<file path="src/rtl/toothless_pkg.sv">
// Shared types for the ALU arbiter slice: the ALU operator encoding and
// the arbiter's two-state result-holding FSM.
package toothless_pkg;

    localparam int ALU_OPCODE_BITS = 5;

    // Operator set understood by the shared ALU; any other code yields 0.
    typedef enum logic [ALU_OPCODE_BITS-1:0] {
        ALU_ADD  = 5'd0,
        ALU_SUB  = 5'd1,
        ALU_AND  = 5'd2,
        ALU_OR   = 5'd3,
        ALU_XOR  = 5'd4,
        ALU_SLL  = 5'd5,
        ALU_SRL  = 5'd6,
        ALU_SRA  = 5'd7,
        ALU_SLT  = 5'd8,
        ALU_SLTU = 5'd9
    } alu_opcode_e;

    // EMPTY: no result held; FULL: result register holds a valid response.
    typedef enum logic {
        ARB_EMPTY = 1'b0,
        ARB_FULL  = 1'b1
    } arb_state_e;

endpackage

</file>
<file path="src/rtl/alu_arbiter_if.sv">
// Request/response bundle between NUM_REQ requesters, one consumer and the
// ALU arbiter. master = requesters + consumer side, slave = arbiter side.
interface alu_arbiter_if #(
    parameter int DATA_WIDTH   = 32,
    parameter int NUM_REQ      = 2,
    parameter int ALU_OP_WIDTH = 5
);
    localparam int ID_W = $clog2(NUM_REQ);

    logic [NUM_REQ-1:0]                   req_valid_i;
    logic [NUM_REQ-1:0]                   req_ready_o;
    logic [NUM_REQ-1:0][ALU_OP_WIDTH-1:0] req_op_i;
    logic [NUM_REQ-1:0][DATA_WIDTH-1:0]   req_a_i;
    logic [NUM_REQ-1:0][DATA_WIDTH-1:0]   req_b_i;
    logic                                 rsp_valid_o;
    logic                                 rsp_ready_i;
    logic [ID_W-1:0]                      rsp_id_o;
    logic [DATA_WIDTH-1:0]                rsp_result_o;

    modport master (
        output req_valid_i, req_op_i, req_a_i, req_b_i, rsp_ready_i,
        input  req_ready_o, rsp_valid_o, rsp_id_o, rsp_result_o
    );

    modport slave (
        input  req_valid_i, req_op_i, req_a_i, req_b_i, rsp_ready_i,
        output req_ready_o, rsp_valid_o, rsp_id_o, rsp_result_o
    );

endinterface

</file>
<file path="src/rtl/alu.sv">
// Purely combinational ALU shared by all requesters of alu_arbiter.
// Shift amounts use the low $clog2(DATA_WIDTH) bits of b; unsupported
// operators produce 0.
module alu
    import toothless_pkg::*;
#(
    parameter int DATA_WIDTH = 32
) (
    input  alu_opcode_e            op_i,
    input  logic [DATA_WIDTH-1:0]  a_i,
    input  logic [DATA_WIDTH-1:0]  b_i,
    output logic [DATA_WIDTH-1:0]  result_o
);

    localparam int SH_W = $clog2(DATA_WIDTH);

    logic [SH_W-1:0] shamt;

    assign shamt = b_i[SH_W-1:0];

    // Operator decode; every path assigns result_o.
    always_comb begin
        // NOTE: default assignment first so no path can infer a latch.
        result_o = '0;
        case (op_i)
            ALU_ADD:  result_o = a_i + b_i;
            ALU_SUB:  result_o = a_i - b_i;
            ALU_AND:  result_o = a_i & b_i;
            ALU_OR:   result_o = a_i | b_i;
            ALU_XOR:  result_o = a_i ^ b_i;
            ALU_SLL:  result_o = a_i << shamt;
            ALU_SRL:  result_o = a_i >> shamt;
            ALU_SRA:  result_o = DATA_WIDTH'($signed(a_i) >>> shamt);
            ALU_SLT:  result_o = {{(DATA_WIDTH-1){1'b0}}, ($signed(a_i) < $signed(b_i))};
            ALU_SLTU: result_o = {{(DATA_WIDTH-1){1'b0}}, (a_i < b_i)};
            default:  result_o = '0;
        endcase
    end

endmodule

</file>
<file path="src/rtl/alu_arbiter.sv">
// Round-robin arbiter sharing one ALU among NUM_REQ requesters, with a
// single registered result slot (EMPTY/FULL). A new request is accepted
// whenever the slot is empty or is being drained in the same cycle, giving
// one-cycle latency and one result per cycle under continuous rsp_ready_i.
// Optional feature: define ALU_ARB_PERF_EN to add stall_cnt_o, a saturating
// count of cycles where some request was valid but none was granted.
module alu_arbiter
    import toothless_pkg::*;
#(
    parameter int DATA_WIDTH   = 32,
    parameter int NUM_REQ      = 2,
    parameter int ALU_OP_WIDTH = 5
) (
    input  logic               clk,
    input  logic               rst_n,
    alu_arbiter_if.slave       bus
`ifdef ALU_ARB_PERF_EN
    ,
    output logic [31:0]        stall_cnt_o
`endif
);

    localparam int IDX_W = $clog2(NUM_REQ);

    arb_state_e             state_q;
    logic [IDX_W-1:0]       rr_ptr_q, rr_ptr_d;
    logic [IDX_W-1:0]       rsp_id_q;
    logic [DATA_WIDTH-1:0]  rsp_result_q;

    logic                   grant_vld;
    logic [IDX_W-1:0]       grant_idx;
    logic                   can_accept;
    logic                   fire;

    logic [ALU_OP_WIDTH-1:0] op_raw;
    alu_opcode_e            alu_op;
    logic [DATA_WIDTH-1:0]  alu_a, alu_b, alu_res;

    // Round-robin search: first valid requester at or after rr_ptr_q, wrapping.
    always_comb begin : rr_search
        logic [IDX_W:0]   sum;
        logic [IDX_W-1:0] cand;
        grant_vld = 1'b0;
        grant_idx = '0;
        sum       = '0;
        cand      = '0;
        for (int k = 0; k < NUM_REQ; k++) begin
            sum = {1'b0, rr_ptr_q} + (IDX_W+1)'(k);
            if (sum >= (IDX_W+1)'(NUM_REQ)) begin
                sum = sum - (IDX_W+1)'(NUM_REQ);
            end
            cand = sum[IDX_W-1:0];
            if (!grant_vld && bus.req_valid_i[cand]) begin
                grant_vld = 1'b1;
                grant_idx = cand;
            end
        end
    end

    // The slot can take a new result when empty or being drained this cycle;
    // reset also blocks grants because the FSM cannot capture during it.
    assign can_accept = (state_q == ARB_EMPTY) || bus.rsp_ready_i;
    assign fire       = grant_vld && can_accept && rst_n;

    // One-hot grant back to the chosen requester, zero when nothing transfers.
    always_comb begin
        bus.req_ready_o = '0;
        if (fire) begin
            bus.req_ready_o[grant_idx] = 1'b1;
        end
    end

    // Priority pointer moves just past the winner on each grant.
    always_comb begin
        rr_ptr_d = rr_ptr_q;
        if (fire) begin
            if (grant_idx == IDX_W'(NUM_REQ - 1)) begin
                rr_ptr_d = '0;
            end else begin
                rr_ptr_d = grant_idx + IDX_W'(1);
            end
        end
    end

    // Operand/operator mux from the granted requester into the shared ALU.
    always_comb begin
        op_raw = bus.req_op_i[grant_idx];
        alu_op = alu_opcode_e'(op_raw);
        alu_a  = bus.req_a_i[grant_idx];
        alu_b  = bus.req_b_i[grant_idx];
    end

    alu #(
        .DATA_WIDTH (DATA_WIDTH)
    ) u_alu (
        .op_i     (alu_op),
        .a_i      (alu_a),
        .b_i      (alu_b),
        .result_o (alu_res)
    );

    // Result-slot FSM with registered response outputs and pointer update.
    always_ff @(posedge clk or negedge rst_n) begin
        if (!rst_n) begin
            state_q      <= ARB_EMPTY;
            rr_ptr_q     <= '0;
            rsp_id_q     <= '0;
            rsp_result_q <= '0;
        end else begin
            // NOTE: non-blocking assignments so every register samples pre-edge values.
            rr_ptr_q <= rr_ptr_d;
            if (fire) begin
                rsp_id_q     <= grant_idx;
                rsp_result_q <= alu_res;
            end
            case (state_q)
                ARB_EMPTY: begin
                    if (fire) begin
                        state_q <= ARB_FULL;
                    end
                end
                ARB_FULL: begin
                    if (!fire && bus.rsp_ready_i) begin
                        state_q <= ARB_EMPTY;
                    end
                end
                default: state_q <= ARB_EMPTY;
            endcase
        end
    end

    assign bus.rsp_valid_o  = (state_q == ARB_FULL);
    assign bus.rsp_id_o     = rsp_id_q;
    assign bus.rsp_result_o = rsp_result_q;

`ifdef ALU_ARB_PERF_EN
    logic [31:0] stall_cnt_q;

    // Saturating count of cycles with pending requests but no grant.
    always_ff @(posedge clk or negedge rst_n) begin
        if (!rst_n) begin
            stall_cnt_q <= '0;
        end else if ((|bus.req_valid_i) && !fire && (stall_cnt_q != '1)) begin
            stall_cnt_q <= stall_cnt_q + 32'd1;
        end
    end

    assign stall_cnt_o = stall_cnt_q;
`endif

endmodule

</file>
<file path="src/flat_wrapper.sv">
// flat-port wrapper written by rule: the top's interface ports become plain ports
module alu_arbiter_flat import toothless_pkg::*;
#(
    parameter int DATA_WIDTH   = 32,
    parameter int NUM_REQ      = 2,
    parameter int ALU_OP_WIDTH = 5
)
  (clk, rst_n, bus_req_valid_i, bus_req_op_i, bus_req_a_i, bus_req_b_i, bus_rsp_ready_i, bus_req_ready_o, bus_rsp_valid_o, bus_rsp_id_o, bus_rsp_result_o);
  alu_arbiter_if #(.DATA_WIDTH(DATA_WIDTH), .NUM_REQ(NUM_REQ), .ALU_OP_WIDTH(ALU_OP_WIDTH)) bus_i ();
  input  logic clk;
  input  logic rst_n;
  input wire logic [$bits(bus_i.req_valid_i)-1:0] bus_req_valid_i;
  input wire logic [$bits(bus_i.req_op_i)-1:0] bus_req_op_i;
  input wire logic [$bits(bus_i.req_a_i)-1:0] bus_req_a_i;
  input wire logic [$bits(bus_i.req_b_i)-1:0] bus_req_b_i;
  input wire logic [$bits(bus_i.rsp_ready_i)-1:0] bus_rsp_ready_i;
  output wire logic [$bits(bus_i.req_ready_o)-1:0] bus_req_ready_o;
  output wire logic [$bits(bus_i.rsp_valid_o)-1:0] bus_rsp_valid_o;
  output wire logic [$bits(bus_i.rsp_id_o)-1:0] bus_rsp_id_o;
  output wire logic [$bits(bus_i.rsp_result_o)-1:0] bus_rsp_result_o;
  assign bus_i.req_valid_i = bus_req_valid_i;
  assign bus_i.req_op_i = bus_req_op_i;
  assign bus_i.req_a_i = bus_req_a_i;
  assign bus_i.req_b_i = bus_req_b_i;
  assign bus_i.rsp_ready_i = bus_rsp_ready_i;
  assign bus_req_ready_o = bus_i.req_ready_o;
  assign bus_rsp_valid_o = bus_i.rsp_valid_o;
  assign bus_rsp_id_o = bus_i.rsp_id_o;
  assign bus_rsp_result_o = bus_i.rsp_result_o;
  alu_arbiter #(.DATA_WIDTH(DATA_WIDTH), .NUM_REQ(NUM_REQ), .ALU_OP_WIDTH(ALU_OP_WIDTH)) u_core (.clk(clk), .rst_n(rst_n), .bus(bus_i));
endmodule
</file>
<file path="config.mk">
export PLATFORM = sky130hd
export DESIGN_NAME = alu_arbiter_flat
export DESIGN_NICKNAME = d
export VERILOG_FILES = /design/src/rtl/toothless_pkg.sv /design/src/rtl/alu_arbiter_if.sv /design/src/rtl/alu.sv /design/src/rtl/alu_arbiter.sv /design/src/flat_wrapper.sv
export SDC_FILE = /design/constraint.sdc
export NUM_CORES = 1
export LEC_CHECK = 0
export BUFFER_PORTS_ARGS = -buffer_cell sky130_fd_sc_hd__buf_4
export CORE_MARGIN = 3
export CORE_UTILIZATION = 40
export CTS_BUF_LIST = sky130_fd_sc_hd__clkbuf_16
export DETAILED_ROUTE_END_ITERATION = 10
export PLACE_DENSITY = 0.65
export SLEW_MARGIN = 20
export SYNTH_ARGS = -nofsm -noshare
export SYNTH_HDL_FRONTEND = slang
export SYNTH_SLANG_ARGS = --single-unit
export TNS_END_PERCENT = 10
</file>
<file path="constraint.sdc">
create_clock -name clk -period 4.75 [get_ports clk]
set_input_delay 1.1875 -clock clk [delete_from_list [all_inputs] [get_ports clk]]
set_output_delay 1.1875 -clock clk [all_outputs]
set_load 0.01 [all_outputs]
</file>
==> metrics.yaml, run 1 <==
outcome:
  status: "complete, no violations"
logic_synthesis:
  async_flop_share_pct: 100.0
  yosys.cell_types.count: 90
  yosysSeqAreaShare_pct: 6.823
  syn_inst: 1994
  syn_nets: 2236
  ys_ff_latch: 35
  syn_area_per_cell_um2: 6.437
  yosys_warnings: 0
  synthFlopType: "dfrtp_1"
  syn-cell-area_um2: 12840
  synth_edf_count: 0
floorplanning:
  dieHeight_um: 185.1
  die_area_um2: 34280
  fp.dieW_um: 185.1
  io_pins: 179
  row_count: 64
  initial_core_util_pct: 41.31
  design.core.area_um2: 31070
worst_setup_path:
  critical-path-top-delay-family: "compound AO/OA/AOI/OAI gates"
  startpoint_type: "primary input"
  arrival_ns: 4.70
  crit_chain: "buf_4 > buf_4 > nand2_8 > buf_4 > mux2i_4 > buf_4 > ha_1 > buf_4 > o31ai_1 > buf_4 > nand3_1 > nor2_1 > o21ai_0 > buf_4 > o221ai_1 > nor3_1 > o41ai_1 > a32oi_1"
  crit_fanout: 12
  slowest_stage: "o41ai_1"
  path_common_cell: "buf_4"
  worstReg2RegEnd: "u_core.bus.rsp_result_o[28]"
  crit_required_ns: 4.91
  r2r_setup_slack_ns: 0.79
  reg2reg_depth: 17
  reg2reg_from: "u_core.rr_ptr_q"
  crit_buf_inv: 7
  critPathKind: "primary input to flop"
  critPathCaptureType: "flop"
  max_stage_delay_ns: 0.40
layout:
  seqCellArea_um2: 875.8
  diodes: 0
  final_common_cell: "buf_4"
  final_util_pct: 54.40
  areaGrowthSynthToFinish_pct: 31.67
  multi_input_area_um2: 11040
  layout_common_cells: "497 x buf_4, 349 x nand2_1, 220 x a21oi_1"
  filler_cell_count: 3194
  layout-drive-gt1-share_pct: 25.85
  fin_area_um2: 16900
  fin_nets: 2601
cts:
  clkTransAtPathRegs_ns: 0.07
  clk_latency_ns: 0.29
  cts_made_buffers: 5
  cts_sinks: 35
  cts_tree: "built"
  cts_hold_buffers: 0
  root_buffer: "clkbuf_16"
  clockBufferDepth: 2
  ctsHtreeMaxLevel: 2
timing:
  max-slew-margin-rel_pct: 41.01
  maxSlewViolCount: 0
  tightest_slew_ns: 0.8848
  rsz0062_at_grt: "false"
  fin_crit_ns: 4.541
  period_share_pct: 95.60
  setup_violations: 0
  max_freq_mhz: 220.2
  hold_viol_final: 0
  hold_slack_ns: 0.4861
  clock_skew_ns: 0.006079
  fin_ws_ns: 0.2092
global_routing:
  grt_start_max_net_pins: 67
  grt-ovfl-total: 0
  grt_pass1_wl_mm: 98.75
  gr-usage-all-layers_pct: 37.59
  grt_pass1_vias: 16160
  antenna_found_initial: 0
route:
  vias: 17540
  viasPerCell: 6.364
  drtIter0Drc: 2311
  drtPass1Iterations: 6
  avgRoutedWirePerCell_um: 24.42
  drt.antenna.violating_nets: 0
  drt-total-wl_mm: 67.29
  drc: 0
power:
  vdd_drop_max_uv: 141.3
  leakage_nw: 8.042
  power_density_nw_per_um2: 227.5
worst_hold_path:
  whs_path_depth: 1
  worstHoldPathType: "flop to flop"
  worstHoldStart: "u_core.bus.rsp_id_o"
  worstHoldEndpoint: "u_core.bus.rsp_id_o"
job:
  maxCapViolCount: 0
placement:
  dp_hpwl_mm: 54.63
  portBuffers: 178
  gp_congestion: 1.065
  dp_slack_ns: -0.5161
  dpl_cell_area_um2: 16670
==> where the power goes <==
part           internal, mW  leakage (nW)  switching [mW]
combinational          1.31          7.49            1.85
sequential            0.317         0.477          0.0213
clock                 0.191        0.0762           0.152
total                  1.82          8.04            2.03
==> worst max path at each step <==
stage	startpoint	to	slack (ns)	cells past startpoint
final	bus_req_valid_i[1]	u_core.bus.rsp_result_o[28]	0.21	18
after global routing	bus_req_valid_i[0]	u_core.bus.rsp_result_o[31]	0.008	17
after CTS	bus_req_valid_i[1]	u_core.bus.rsp_result_o[29]	0.02	18
after detailed placement	bus_req_valid_i[0]	u_core.bus.rsp_result_o[29]	-0.52	17
after global placement	bus_req_valid_i[0]	u_core.bus.rsp_result_o[29]	-0.39	20
after floorplan	bus_req_valid_i[0]	u_core.bus.rsp_result_o[28]	-0.29	23
==> state kept, by name (all words and copies together) (netlist names) <==
register,flops
u_core.bus.rsp_result_o,32
u_core.bus.rsp_valid_o,1
u_core.rr_ptr_q,1
u_core.bus.rsp_id_o,1
==> per-layer routing <==
layer  global-route usage [%]  part of all wire, %  vias to the layer above
met1                    50.42                   40                     8227
met3                    5.067                  9.9                      205
met2                    58.05                   43                     1129
met5                        0                    0                        -
li1                         -                    -                     7978
met4                    21.13                  6.9                        0
==> cell families after synthesis <==
family / count (synthesis) / synth area share (%)
and+or+nand+nor: 761 / 27.17
DFF: 35 / 6.823
AOI/OAI and AO/OA: 658 / 33.00
adders and majority gates: 99 / 9.767
xor gates and xnor gates: 24 / 1.638
buffers and inverters: 251 / 8.139
muxes: 166 / 13.47
==> repair_timing <==
action / in CTS / in global routing
pin swaps: 1 / 0
setup endpoints to repair: 12 / 8
endpoints found under the hold margin: 0 / 0
setup buffers: 2 / 0
cloned: 0 / 0
gates resized for setup: 0 / 11
==> metrics by stage <==
step	setup TNS, ns	total power [mW]	instances
3_5_place_dp	-7.619	3.377	2746
2_1_floorplan	-2.270	2.016	1994
6_report	0	3.845	2756
4_1_cts	0	3.735	2756
5_1_grt	0	4.055	2756
3_3_place_gp	-6.622	3.366	2746
==> cells in the mapped netlist (37+ instances only) <==
cell type	count	area share (%)
ha_1	97	9.5
clkbuf_1	72	2.1
o211ai_1	38	2.2
mux2_2	37	3.2
nor2b_1	48	2.3
buf_2	46	1.8
o21ai_0	129	5.0
nor3_1	41	1.6
nand3_1	44	1.7
a211oi_1	40	2.3
mux2i_1	126	9.8
nand2_1	349	10
nor2_1	146	4.3
inv_1	96	2.8
a21oi_1	221	8.6
==> worst reg2reg max path: cells and delay by family, from the launching register on <==
family	cells	cell delay, ns
buffers and inverters	5	0.89
AOI/OAI and AO/OA	5	1.28
adders and majority gates	1	0.25
and+or+nand+nor	5	0.69
muxes	1	0.33
DFF	1	0.39
==> final cells by class <==
cell class	count	area share [%]
clock buffers	5	0.7403
repair buffers	510	23.56
well taps	396	2.932
flip-flops and latches	35	5.182
clock inverters	3	0.07403
multi-input cells	1708	65.31
inverters	99	2.199
Power figures use the tool's default switching activity.
==> run 2, diff against run 1 <==
==> constraint.sdc (replaced) <==
create_clock -name clk -period 4.75 [get_ports clk]
set_input_delay 1.1875 -clock clk [delete_from_list [all_inputs] [get_ports clk]]
set_output_delay 1.1875 -clock clk [all_outputs]
set_load 0.1 [all_outputs]
==> run 2 against run 1 <==
Effect of this change:
- final cell count rose by 0.15%
- worst setup slack got worse by 0.10 ns
- critical path depth fell by 6
- maximum frequency fell by 2.2%
- clock-buffer cell count did not move
- combinational power rose by 5%
- non-clock buffer count rose by 3
- clock skew rose by 0.0037 ns
- global-route usage rose by 0.67 points
- total power rose by 5.0%
- wire length rose by 1.7%
- highest routed layer unchanged
==> metrics.yaml, run 2 (synthesis gave the netlist of run 1 again) <==
outcome:
  status: "complete, no violations"
route:
  drtPass1Iterations: 6
  drtIter0Drc: 2242
  drt-total-wl_mm: 68.44
  viasPerCell: 6.332
  drt.antenna.violating_nets: 0
  vias: 17480
  drc: 0
  avgRoutedWirePerCell_um: 24.80
global_routing:
  grt_pass1_vias: 16150
  grt_pass1_wl_mm: 100.1
  grt-ovfl-total: 0
  grt_start_max_net_pins: 67
  antenna_found_initial: 2
  gr-usage-all-layers_pct: 38.26
power:
  p_seq_share_pct: 8.4
  leakage_nw: 8.062
  power_switching_mw: 2.197
  comb_power_share_pct: 82.6
  vdd_drop_max_uv: 146.8
  clkPwrFrac_pct: 9.1
  intPower_mw: 1.841
  power_density_nw_per_um2: 237.7
  swShare_pct: 54.40
worst_setup_path:
  crit_fanout: 21
  worstReg2RegEnd: "u_core.bus.rsp_result_o[30]"
  startpoint_type: "primary input"
  reg2reg_depth: 11
  crit_required_ns: 4.96
  crit_start: "bus_req_valid_i[0]"
  r2r_setup_slack_ns: 0.65
  arrival_ns: 4.85
  critPathCaptureType: "flop"
  critPathKind: "primary input to flop"
  reg2reg_from: "u_core.rr_ptr_q"
cts:
  clkTransAtPathRegs_ns: 0.07
  root_buffer: "clkbuf_16"
  cts_tree: "built"
  cts_sinks: 35
  clockBufferDepth: 2
  clk_latency_ns: 0.31
  ctsHtreeMaxLevel: 2
  cts_made_buffers: 5
floorplanning:
  row_count: 64
  io_pins: 179
  fp.dieW_um: 185.1
  dieHeight_um: 185.1
  initial_core_util_pct: 41.31
  die_area_um2: 34280
  design.core.area_um2: 31070
timing:
  setup_violations: 0
  maxSlewViolCount: 0
  fin_crit_ns: 4.643
  clock_skew_ns: 0.009802
  max-slew-margin-rel_pct: 15.64
  rsz0062_at_grt: "false"
  tightest_slew_ns: 1.257
  period_share_pct: 97.74
  tns_ns: 0
  hold_viol_final: 0
  max_freq_mhz: 215.4
layout:
  areaGrowthSynthToFinish_pct: 32.33
  final_util_pct: 54.67
  fin_area_um2: 16990
  layout_common_cells: "497 x buf_4, 349 x nand2_1, 220 x a21oi_1"
  fin_nets: 2604
  final_common_cell: "buf_4"
  layout.cells.non_filler: 2760
  largest_reg_flops: 32
  layout-drive-gt1-share_pct: 26.15
placement:
  dpl_cell_area_um2: 16680
  dp_hpwl_mm: 55.46
  placed_cells: 2747
  gp_congestion: 1.044
  portBuffers: 178
worst_hold_path:
  worstHoldPathType: "flop to flop"
  worstHoldEndpoint: "u_core.bus.rsp_result_o[11]"
  worstHoldStart: "u_core.bus.rsp_result_o[11]"
  whs_path_depth: 2
job:
  maxCapViolCount: 0
run 2: worst max path at each step:
stage / endpoint / slack (ns) / cells after the start
floorplan: u_core.bus.rsp_result_o[28] / -0.29 / 23
global placement: u_core.bus.rsp_result_o[28] / -0.50 / 17
detailed placement: u_core.bus.rsp_result_o[29] / -0.63 / 16
CTS: u_core.bus.rsp_result_o[28] / 0.07 / 18
global route: u_core.bus.rsp_result_o[12] / 0.009 / 20
finish: u_core.bus.rsp_result_o[30] / 0.11 / 12
run 2: what timing repair did:
| item | in CTS | in global routing |
|---|---|---|
| buffers inserted | 4 | 0 |
| hold buffers | 0 | 0 |
| pin swaps | 1 | 2 |
| gates resized for setup | 0 | 16 |
| endpoints found under the setup margin | 22 | 9 |
run 2: final cells by class:
type / count / area [µm²]
fill: 3151 / 14080
multi-input combinational: 1708 / 11060
timing repair buffer: 513 / 4034
sequential: 35 / 875.8
tap: 396 / 495.5
inverter: 99 / 371.6
clock buffer: 5 / 125.1
clock inverter: 3 / 20.02
antenna: 1 / 2.502
run 2: power by group through the flow:
stage | sequential, mW | combinational, mW | clock [mW]
6_report | 0.338 | 3.33 | 0.366
5_1_grt | 0.340 | 3.54 | 0.377
4_1_cts | 0.337 | 3.22 | 0.362
3_5_place_dp | 0.343 | 3.19 | 0
3_3_place_gp | 0.342 | 3.18 | 0
2_1_floorplan | 0.464 | 1.68 | 0
run 2: worst max-delay path, cell delays in order:
cell      delay (ns)
buf_4           0.13
nand2b_4        0.08
buf_4           0.30
nand4_1         0.18
o21ai_1         0.99
nand2_1         0.48
nor2_1          0.53
nand2_1         0.22
nor2_1          0.21
or4_1           0.21
a311oi_1        0.07
a221oi_1        0.24
run 2: per-layer routing:
metal | vias up | GRT usage (%) | wire, µm
li1 | 7989 | - | -
met1 | 8249 | 52.21 | 28140
met2 | 1081 | 59.67 | 29880
met3 | 157 | 4.065 | 6142
met4 | 0 | 19.72 | 4280
met5 | - | 0 | 0
run 2: metrics by stage:
stage          worst slack [ns]  hold slack [ns]  power (mW)
2_1_floorplan           -0.2927           0.5023       2.146
3_3_place_gp            -0.4959           0.4699       3.524
3_5_place_dp            -0.6308           0.4748       3.537
4_1_cts                 0.06776           0.4890       3.922
5_1_grt                0.009353           0.5204       4.255
6_report                 0.1072           0.4859       4.038
